--- config.mk ---
export PLATFORM = sky130hd
export DESIGN_NAME = id_stage
export DESIGN_NICKNAME = d
export VERILOG_FILES = /design/src/rtl/id_stage_pkg.sv /design/src/rtl/id_stage_ext.sv /design/src/rtl/id_stage.sv
export SDC_FILE = /design/constraint.sdc
export NUM_CORES = 1
export LEC_CHECK = 0
export CAP_MARGIN = 5
export CORE_AREA = 2 2 169 171
export DETAILED_ROUTE_END_ITERATION = 7
export DIE_AREA = 0 0 171 173
export GPL_TIMING_DRIVEN = 0
export HOLD_SLACK_MARGIN = 0.15
export PLACE_DENSITY = 0.64
export SYNTH_ARGS = -nofsm -noshare
export SYNTH_HDL_FRONTEND = slang
export SYNTH_HIERARCHICAL = 1
export SYNTH_SLANG_ARGS = --single-unit
export TNS_END_PERCENT = 20
--- constraint.sdc ---
create_clock -name clk -period 6.1 [get_ports clk]
set_clock_uncertainty 0.2 [all_clocks]
set_input_delay 0.915 -clock clk [delete_from_list [all_inputs] [get_ports clk]]
set_output_delay 0.915 -clock clk [all_outputs]
set_load 0.005 [all_outputs]
--- src/rtl/id_stage_pkg.sv ---
// id_stage_pkg: shared CPU constants (opcodes, funct codes, reset PC, link register) and extender ops
package id_stage_pkg;
   localparam logic [31:0] RESET_PC = 32'h0000_3000;
   localparam logic [4:0] RA_REG = 5'd31;
   localparam logic [5:0] OP_RTYPE = 6'b000000;
   localparam logic [5:0] OP_BEQ = 6'b000100;
   localparam logic [5:0] OP_BNE = 6'b000101;
   localparam logic [5:0] OP_J = 6'b000010;
   localparam logic [5:0] OP_JAL = 6'b000011;
   localparam logic [5:0] OP_ORI = 6'b001101;
   localparam logic [5:0] OP_LUI = 6'b001111;
   localparam logic [5:0] OP_ADDI = 6'b001000;
   localparam logic [5:0] OP_LW = 6'b100011;
   localparam logic [5:0] OP_SW = 6'b101011;
   localparam logic [5:0] FUNCT_JR = 6'b001000;
   typedef enum logic [1:0] {EXT_ZERO, EXT_SIGN, EXT_LUI} ext_op_e;
endpackage

--- src/rtl/id_stage_ext.sv ---
// id_ext: 16-to-32 bit immediate extender (zero, sign or upper-half placement)
module id_ext
   import id_stage_pkg::*;
(
   input  logic [15:0] imm16,
   input  ext_op_e     ext_op,
   output logic [31:0] imm32
);
   always_comb
      imm32 = ext_op == EXT_ZERO ? {16'b0, imm16} :
              ext_op == EXT_LUI  ? {imm16, 16'b0} : {{16{imm16[15]}}, imm16};
endmodule

--- src/rtl/id_stage.sv ---
// id_stage: MIPS decode stage resolving branches/jumps in ID and owning the ID/EX register.
// Defining ID_BRANCH_STAT_EN adds saturating taken-branch and jump counters.
module id_stage
   import id_stage_pkg::*;
(
   input  logic        clk,
   input  logic        reset,
   input  logic [31:0] id_pc,
   input  logic [31:0] id_pc_4,
   input  logic [31:0] id_instr,
   input  logic [31:0] rs_data,
   input  logic [31:0] rt_data,
   input  logic        stall,
   output logic [4:0]  rs_addr,
   output logic [4:0]  rt_addr,
   output logic        branch,
   output logic        jump,
   output logic [31:0] branch_addr32,
   output logic [31:0] jump_addr32,
   output logic [31:0] ex_pc,
   output logic [31:0] ex_pc_8,
   output logic [31:0] ex_instr,
   output logic [31:0] ex_rs_data,
   output logic [31:0] ex_rt_data,
   output logic [31:0] ex_imm32,
   output logic [4:0]  ex_wr_addr,
   output logic        ex_wr_en
`ifdef ID_BRANCH_STAT_EN
   ,
   output logic [31:0] stat_branch_taken,
   output logic [31:0] stat_jump
`endif
);
   logic [5:0] op, funct;
   logic is_beq, is_bne, is_j, is_jal, is_jr, is_rtype, writes_rt;
   logic [4:0] wr_addr;
   logic [31:0] imm32, sext32;
   ext_op_e ext_op;

   always_comb begin
      op = id_instr[31:26];
      funct = id_instr[5:0];
      rs_addr = id_instr[25:21];
      rt_addr = id_instr[20:16];
      is_rtype = op == OP_RTYPE;
      is_beq = op == OP_BEQ;
      is_bne = op == OP_BNE;
      is_j = op == OP_J;
      is_jal = op == OP_JAL;
      is_jr = is_rtype && funct == FUNCT_JR;
      writes_rt = op == OP_ORI || op == OP_LUI || op == OP_ADDI || op == OP_LW;
      ext_op = op == OP_ORI ? EXT_ZERO : op == OP_LUI ? EXT_LUI : EXT_SIGN;
      sext32 = {{16{id_instr[15]}}, id_instr[15:0]};
      branch_addr32 = id_pc_4 + {sext32[29:0], 2'b00};
      jump_addr32 = is_j || is_jal ? {id_pc[31:28], id_instr[25:0], 2'b00} : is_jr ? rs_data : 32'h0;
      branch = ((is_beq && rs_data == rt_data) || (is_bne && rs_data != rt_data)) && !stall && !reset;
      jump = (is_j || is_jal || is_jr) && !stall && !reset;
      wr_addr = is_rtype && !is_jr ? id_instr[15:11] : writes_rt ? id_instr[20:16] : is_jal ? RA_REG : 5'd0;
   end

   id_ext u_ext (.imm16(id_instr[15:0]), .ext_op(ext_op), .imm32(imm32));

   // A stall turns the ID/EX register into a bubble identical to the reset state
   always_ff @(posedge clk) begin
      if (reset || stall) begin
         ex_pc <= RESET_PC;
         ex_pc_8 <= RESET_PC + 32'd8;
         ex_instr <= '0;
         ex_rs_data <= '0;
         ex_rt_data <= '0;
         ex_imm32 <= '0;
         ex_wr_addr <= '0;
         ex_wr_en <= 1'b0;
      end else begin
         ex_pc <= id_pc;
         ex_pc_8 <= id_pc_4 + 32'd4;
         ex_instr <= id_instr;
         ex_rs_data <= rs_data;
         ex_rt_data <= rt_data;
         ex_imm32 <= imm32;
         ex_wr_addr <= wr_addr;
         ex_wr_en <= wr_addr != 5'd0;
      end
   end

`ifdef ID_BRANCH_STAT_EN
   always_ff @(posedge clk) begin
      if (reset) begin
         stat_branch_taken <= '0;
         stat_jump <= '0;
      end else begin
         if (branch && !(&stat_branch_taken)) stat_branch_taken <= stat_branch_taken + 32'd1;
         if (jump && !(&stat_jump)) stat_jump <= stat_jump + 32'd1;
      end
   end
`endif
endmodule

==> results of run 1 <==
==> through the flow <==
stage	hold slack (ps)	util, %	total power [uW]	instances
after floorplan	787	-	1640	878
after detailed placement	1180	48.3	2070	1691
final	757	50.4	3160	1726
after CTS	727	50.3	3190	1722
after global routing	762	50.4	3290	1725
after global placement	1150	48.3	2070	1691
==> report_power, final <==
part	internal [uW]	switching, uW	total (uW)
Combinational	384	299	684
Clock	556	562	1120
Sequential	1340	13.1	1360
==> critical path: stages <==
cell and delay, ps:
clkdlybuf4s50_1 640, ha_1 250, inv_1 60, fa_1 390
and2b_1 240, o2111ai_1 160, a21oi_2 260, o22ai_2 160
o21a_2 250, o2111ai_1 160, or3b_1 370, clkdlybuf4s50_1 470
==> cell families (layout without fill, tap and decap cells) <==
family	count (synthesis)	after routing	share of synthesized area, %
XOR/XNOR	83	83	8.55
buffers and inverters	65	531	3.93
flip-flops	198	198	46.6
adder cells (fa/ha/maj)	31	31	4.65
AO/OA/AOI/OAI	142	142	12.1
AND/OR/NAND/NOR	358	358	24.1
multiplexers	1	1	0.118
other	0	4	0
==> flip-flops by register name, indices dropped and copies added (netlist names) <==
signal      cells
ex_imm32       32
ex_instr       32
ex_pc          32
ex_pc_8        32
ex_rs_data     32
ex_rt_data     32
ex_wr_addr      5
ex_wr_en        1
==> cell type report <==
cell class                 instances  area (um2)  share of cell area [%]
timing repair buffer             435        4360                    31.3
sequential                       198        3960                    28.5
buffer                            51         282                    2.02
multi-input combinational        615        4210                    30.2
clock buffer                      18         439                    3.16
tap                              378         473                    3.40
clock inverter                    13         133                   0.953
inverter                          14        52.6                   0.378
antenna                            4        10.0                  0.0719
==> worst paths after layout <==
kind	startpoint	endpoint	slack, ps	cells past startpoint
setup / recovery	id_instr[0]	branch_addr32[30]	660	12
hold / removal	id_instr[26]	ex_wr_addr[2]	760	3
==> metal layers <==
metal | GRT usage (%) | share of wire (%)
met5 | 0 | 0
met4 | 7.77 | 2.5
met2 | 42.4 | 52
met3 | 4.10 | 5.2
met1 | 27.9 | 41
==> cell usage in the layout, fill, tap and decap left out, types with 14 or more instances in the layout <==
master / count
clkbuf_1: 25
and2_1: 179
a21oi_1: 26
buf_4: 14
nand2_1: 34
nand3_1: 22
inv_1: 14
nor2_1: 53
xnor2_1: 21
a21o_1: 18
clkdlybuf4s50_1: 434
o21ai_0: 20
xor2_1: 62
dfxtp_1: 198
ha_1: 30
clkbuf_16: 17
a22o_1: 30
==> flow_metrics.tcl, run 1 <==
set metrics [dict create \
    hp-class "in2reg" \
    hold_viol 0 \
    first_pass_iters 6 \
    fin_nets 1526 \
    cts_setup_buffers 0 \
    track_usage_pct 23.5 \
    syn_area_per_cell_um2 9.69 \
    yosysMostFrequentCell "dfxtp_1" \
    grt_overflow 0 \
    pre_cts_ws_ps 151 \
    cts_buffers 17 \
    maxCapViolCount 0 \
    worstPathMaxFanout 6 \
    die_w_um 171 \
    num_vias 7966 \
    gp_congestion 0.883 \
    cts-hold-fix-buffers 0 \
    tightest_slew_ps 1200 \
    fmax_mhz 184 \
    maxSlewViolCount 0 \
    clkTransAtPathRegs_ps 70 \
    grt_pass1_wl_um 50700 \
    grt_max_degree 22 \
    ys_types 67 \
    ios 437 \
    synth_area_um2 8500 \
    synth_top_area_share_pct 46.6 \
    htreeDepth 4 \
    fp.dieH_um 173 \
    drt_wl_total_um 35600 \
    final_area_um2 13900 \
    fillers 2620 \
    area_growth_pct 63.6 \
    synth-edff-count 0 \
    leakagePower_uw 0.00549 \
    grt_pass1_vias 7649 \
    antenna_left 0 \
    ir_drop_mv 0.155 \
    postPlaceCellArea_um2 13300 \
    core_area_um2 27600 \
    max_slew_margin_pct 20.1 \
    async_flop_share_pct 0 \
    synth_ff_type "dfxtp_1" \
    synth_nets 1072 \
    critical_path_required_ps 4980 \
    cp-start-kind "input port" \
    fin_setup_tns_ps 0 \
    via_per_inst 4.62 \
    initial_core_util_pct 30.8 \
    synthTopCellsByArea "dfxtp_1 47%, and2_1 13%, xor2_1 6.4%" \
    seq_area_frac_synth_pct 46.6 \
    cp.arrival_ps 4330 \
    drt_iter0_markers 404 \
    die-area_um2 29600 \
    period_needed_ps 5440 \
    cts_tree "built" \
    clock_sinks 198 \
    root_buffer "clkbuf_16" \
    synth_top_cell_by_area "dfxtp_1" \
    antenna_found_initial 3 \
    rsz0062_at_grt "false" \
    outcome "completed" \
    wl_per_cell_um 20.6 \
    ys_ff_latch 198 \
    ys_top_cells_by_count "198 x dfxtp_1, 179 x and2_1, 62 x xor2_1" \
    crit_type "in2out" \
    powerDensity_nw_per_um2 227 \
    critPathCaptureType "primary output" \
    drc 0 \
    ys.warnings.count 6 \
    fin_ws_ps 655 \
    clock_path_buffers 2 \
    post_cts_resized 0 \
    post-route-period-util_pct 89.3 \
    detailed_place_hpwl_um 28900 \
    rows 61 \
    post_route_cells_drive_above_1_share_pct 5.58 \
    syn_inst 878 \
    io_buffers 435 \
    setup_viol 0 \
]
Power figures use the tool's default switching activity.
==> inputs of run 2 (changes only) <==
--- a/config.mk
+++ b/config.mk
@@ -12,6 +12,7 @@
 export GPL_TIMING_DRIVEN = 0
 export HOLD_SLACK_MARGIN = 0.15
 export PLACE_DENSITY = 0.64
+export SKIP_CTS_REPAIR_TIMING = 1
 export SYNTH_ARGS = -nofsm -noshare
 export SYNTH_HDL_FRONTEND = slang
 export SYNTH_HIERARCHICAL = 1
==> constraint.sdc (replaced) <==
create_clock -name clk -period 6.1 [get_ports clk]
set_clock_uncertainty 0.2 [all_clocks]
set_input_delay 1.22 -clock clk [delete_from_list [all_inputs] [get_ports clk]]
set_output_delay 1.22 -clock clk [all_outputs]
set_load 0.005 [all_outputs]
==> run 2 against run 1 <==
Via count shrank 0.33%. Setup slack got worse by 470 ps. Core utilization increased by 0.054 points. Combinational power about the same. Final cell count about the same. Largest cell class unchanged.
==> flow_metrics.tcl, run 2 (synthesized netlist as in run 1, its figures left out) <==
set metrics [dict create \
    antenna_found_initial 3 \
    clkTransAtPathRegs_ps 80 \
    cts_tree "built" \
    final_cell_mix "428 x clkdlybuf4s50_1, 198 x dfxtp_1, 179 x and2_1" \
    final_common_cell "clkdlybuf4s50_1" \
    switchingPower_uw 875 \
    p_int_uw 2280 \
    ff_latch_area_um2 3960 \
    detailed_place_hpwl_um 28900 \
    gp_congestion 0.883 \
    combPwrFrac_pct 21.7 \
    post-route-period-util_pct 97.0 \
    grt_pass1_vias 7649 \
    cp-start-kind "input port" \
    maxSlewViolCount 0 \
    clock_power_share_pct 35.4 \
    root_buffer "clkbuf_16" \
    fmax_mhz 169 \
    fin_nets 1526 \
    ir_drop_mv 0.154 \
    hp-class "in2reg" \
    core_area_um2 27600 \
    tightest_slew_ps 1090 \
    hold_viol 0 \
    antenna_left 0 \
    outcome "completed" \
    leakagePower_uw 0.00554 \
    critical_path_required_ps 4680 \
    post_route_cells_drive_above_1_share_pct 5.73 \
    ios 437 \
    fin_setup_tns_ps 0 \
    num_vias 7940 \
    grt_max_degree 22 \
    swShare_pct 27.7 \
    wl_per_cell_um 20.6 \
    cp.arrival_ps 4500 \
    grt_overflow 0 \
    maxCapViolCount 0 \
    drt_wl_total_um 35600 \
    period_needed_ps 5920 \
    drt_iter0_markers 417 \
    rows 61 \
    dp.cells 1691 \
    fillers 2616 \
    drc 0 \
    setup_viol 0 \
    clock_sinks 198 \
    worstPathMaxFanout 6 \
    share_seq_of_total_power_pct 43.0 \
    track_usage_pct 23.5 \
    cts_buffers 17 \
    powerDensity_nw_per_um2 227 \
    multi_input_area_um2 4210 \
    area_growth_pct 63.8 \
    clock_path_buffers 2 \
    first_pass_iters 6 \
    rsz0062_at_grt "false" \
    htreeDepth 4 \
    via_per_inst 4.60 \
    io_buffers 435 \
    die_w_um 171 \
    layout.cells.non_filler 1727 \
    die-area_um2 29600 \
    fp.dieH_um 173 \
    critPathCaptureType "primary output" \
    crit_type "in2out" \
    max_slew_margin_pct 26.7 \
    final_util_pct 50.4 \
    grt_pass1_wl_um 50700 \
    initial_core_util_pct 30.8 \
]
run 2: cell count changes in the layout (fill, tap and decap cells not counted), sizes merged:
cell	before	now
clkdlybuf4s50	434	428
dlymetal6s2s	1	6
clkbuf	44	45
diode	4	5
run 2: metal layers:
| metal | vias to the layer above | routed length (um) | GRT usage (%) |
|---|---|---|---|
| met5 | - | 0 | 0 |
| met4 | 0 | 805 | 7.77 |
| met3 | 45 | 1780 | 4.10 |
| met2 | 301 | 18400 | 42.4 |
| met1 | 3703 | 14600 | 27.9 |
| li1 | 3891 | - | - |
run 2: per-stage QoR:
stage               instance area (um2)  setup WS [ps]  hold slack, ps  power (uW)
global placement                  13300           -510            1460        2070
finish                            13900            184             958        3160
floorplan                          8500           1450            1090        1640
detailed placement                13300           -459            1480        2070
global route                      13900           4.14             963        3290
CTS                               13900           -460            1030        3190
run 2: final timing paths:
kind,from,endpoint,cells after the start,slack [ps]
worst max-delay path,id_instr[11],branch_addr32[30],9,180
worst min-delay path,id_pc_4[2],ex_pc_8[2],2,960
run 2: worst max-delay path, cell delays in order:
cell             delay, ps
clkdlybuf4s50_1        800
ha_1                   580
a21o_2                 250
or2_1                  240
o22ai_2                300
o21a_2                 200
nor3_1                  60
or3b_1                 380
clkdlybuf4s50_1        460
run 2: area by class of cell:
class	instances	share of cell area, %
Tap cell	378	3.39
Inverter	14	0.377
Clock inverter	13	0.952
Sequential cell	198	28.5
Timing Repair Buffer	435	31.3
Buffer	51	2.02
Antenna cell	5	0.0898
Multi-Input combinational cell	615	30.2
Clock buffer	18	3.15
run 2: power by group through the flow:
stage	Sequential [uW]	Clock (uW)	Combinational, uW
floorplan	1390	0	247
global placement	1390	0	683
detailed placement	1390	0	683
CTS	1360	1140	689
global route	1360	1190	737
finish	1360	1120	684
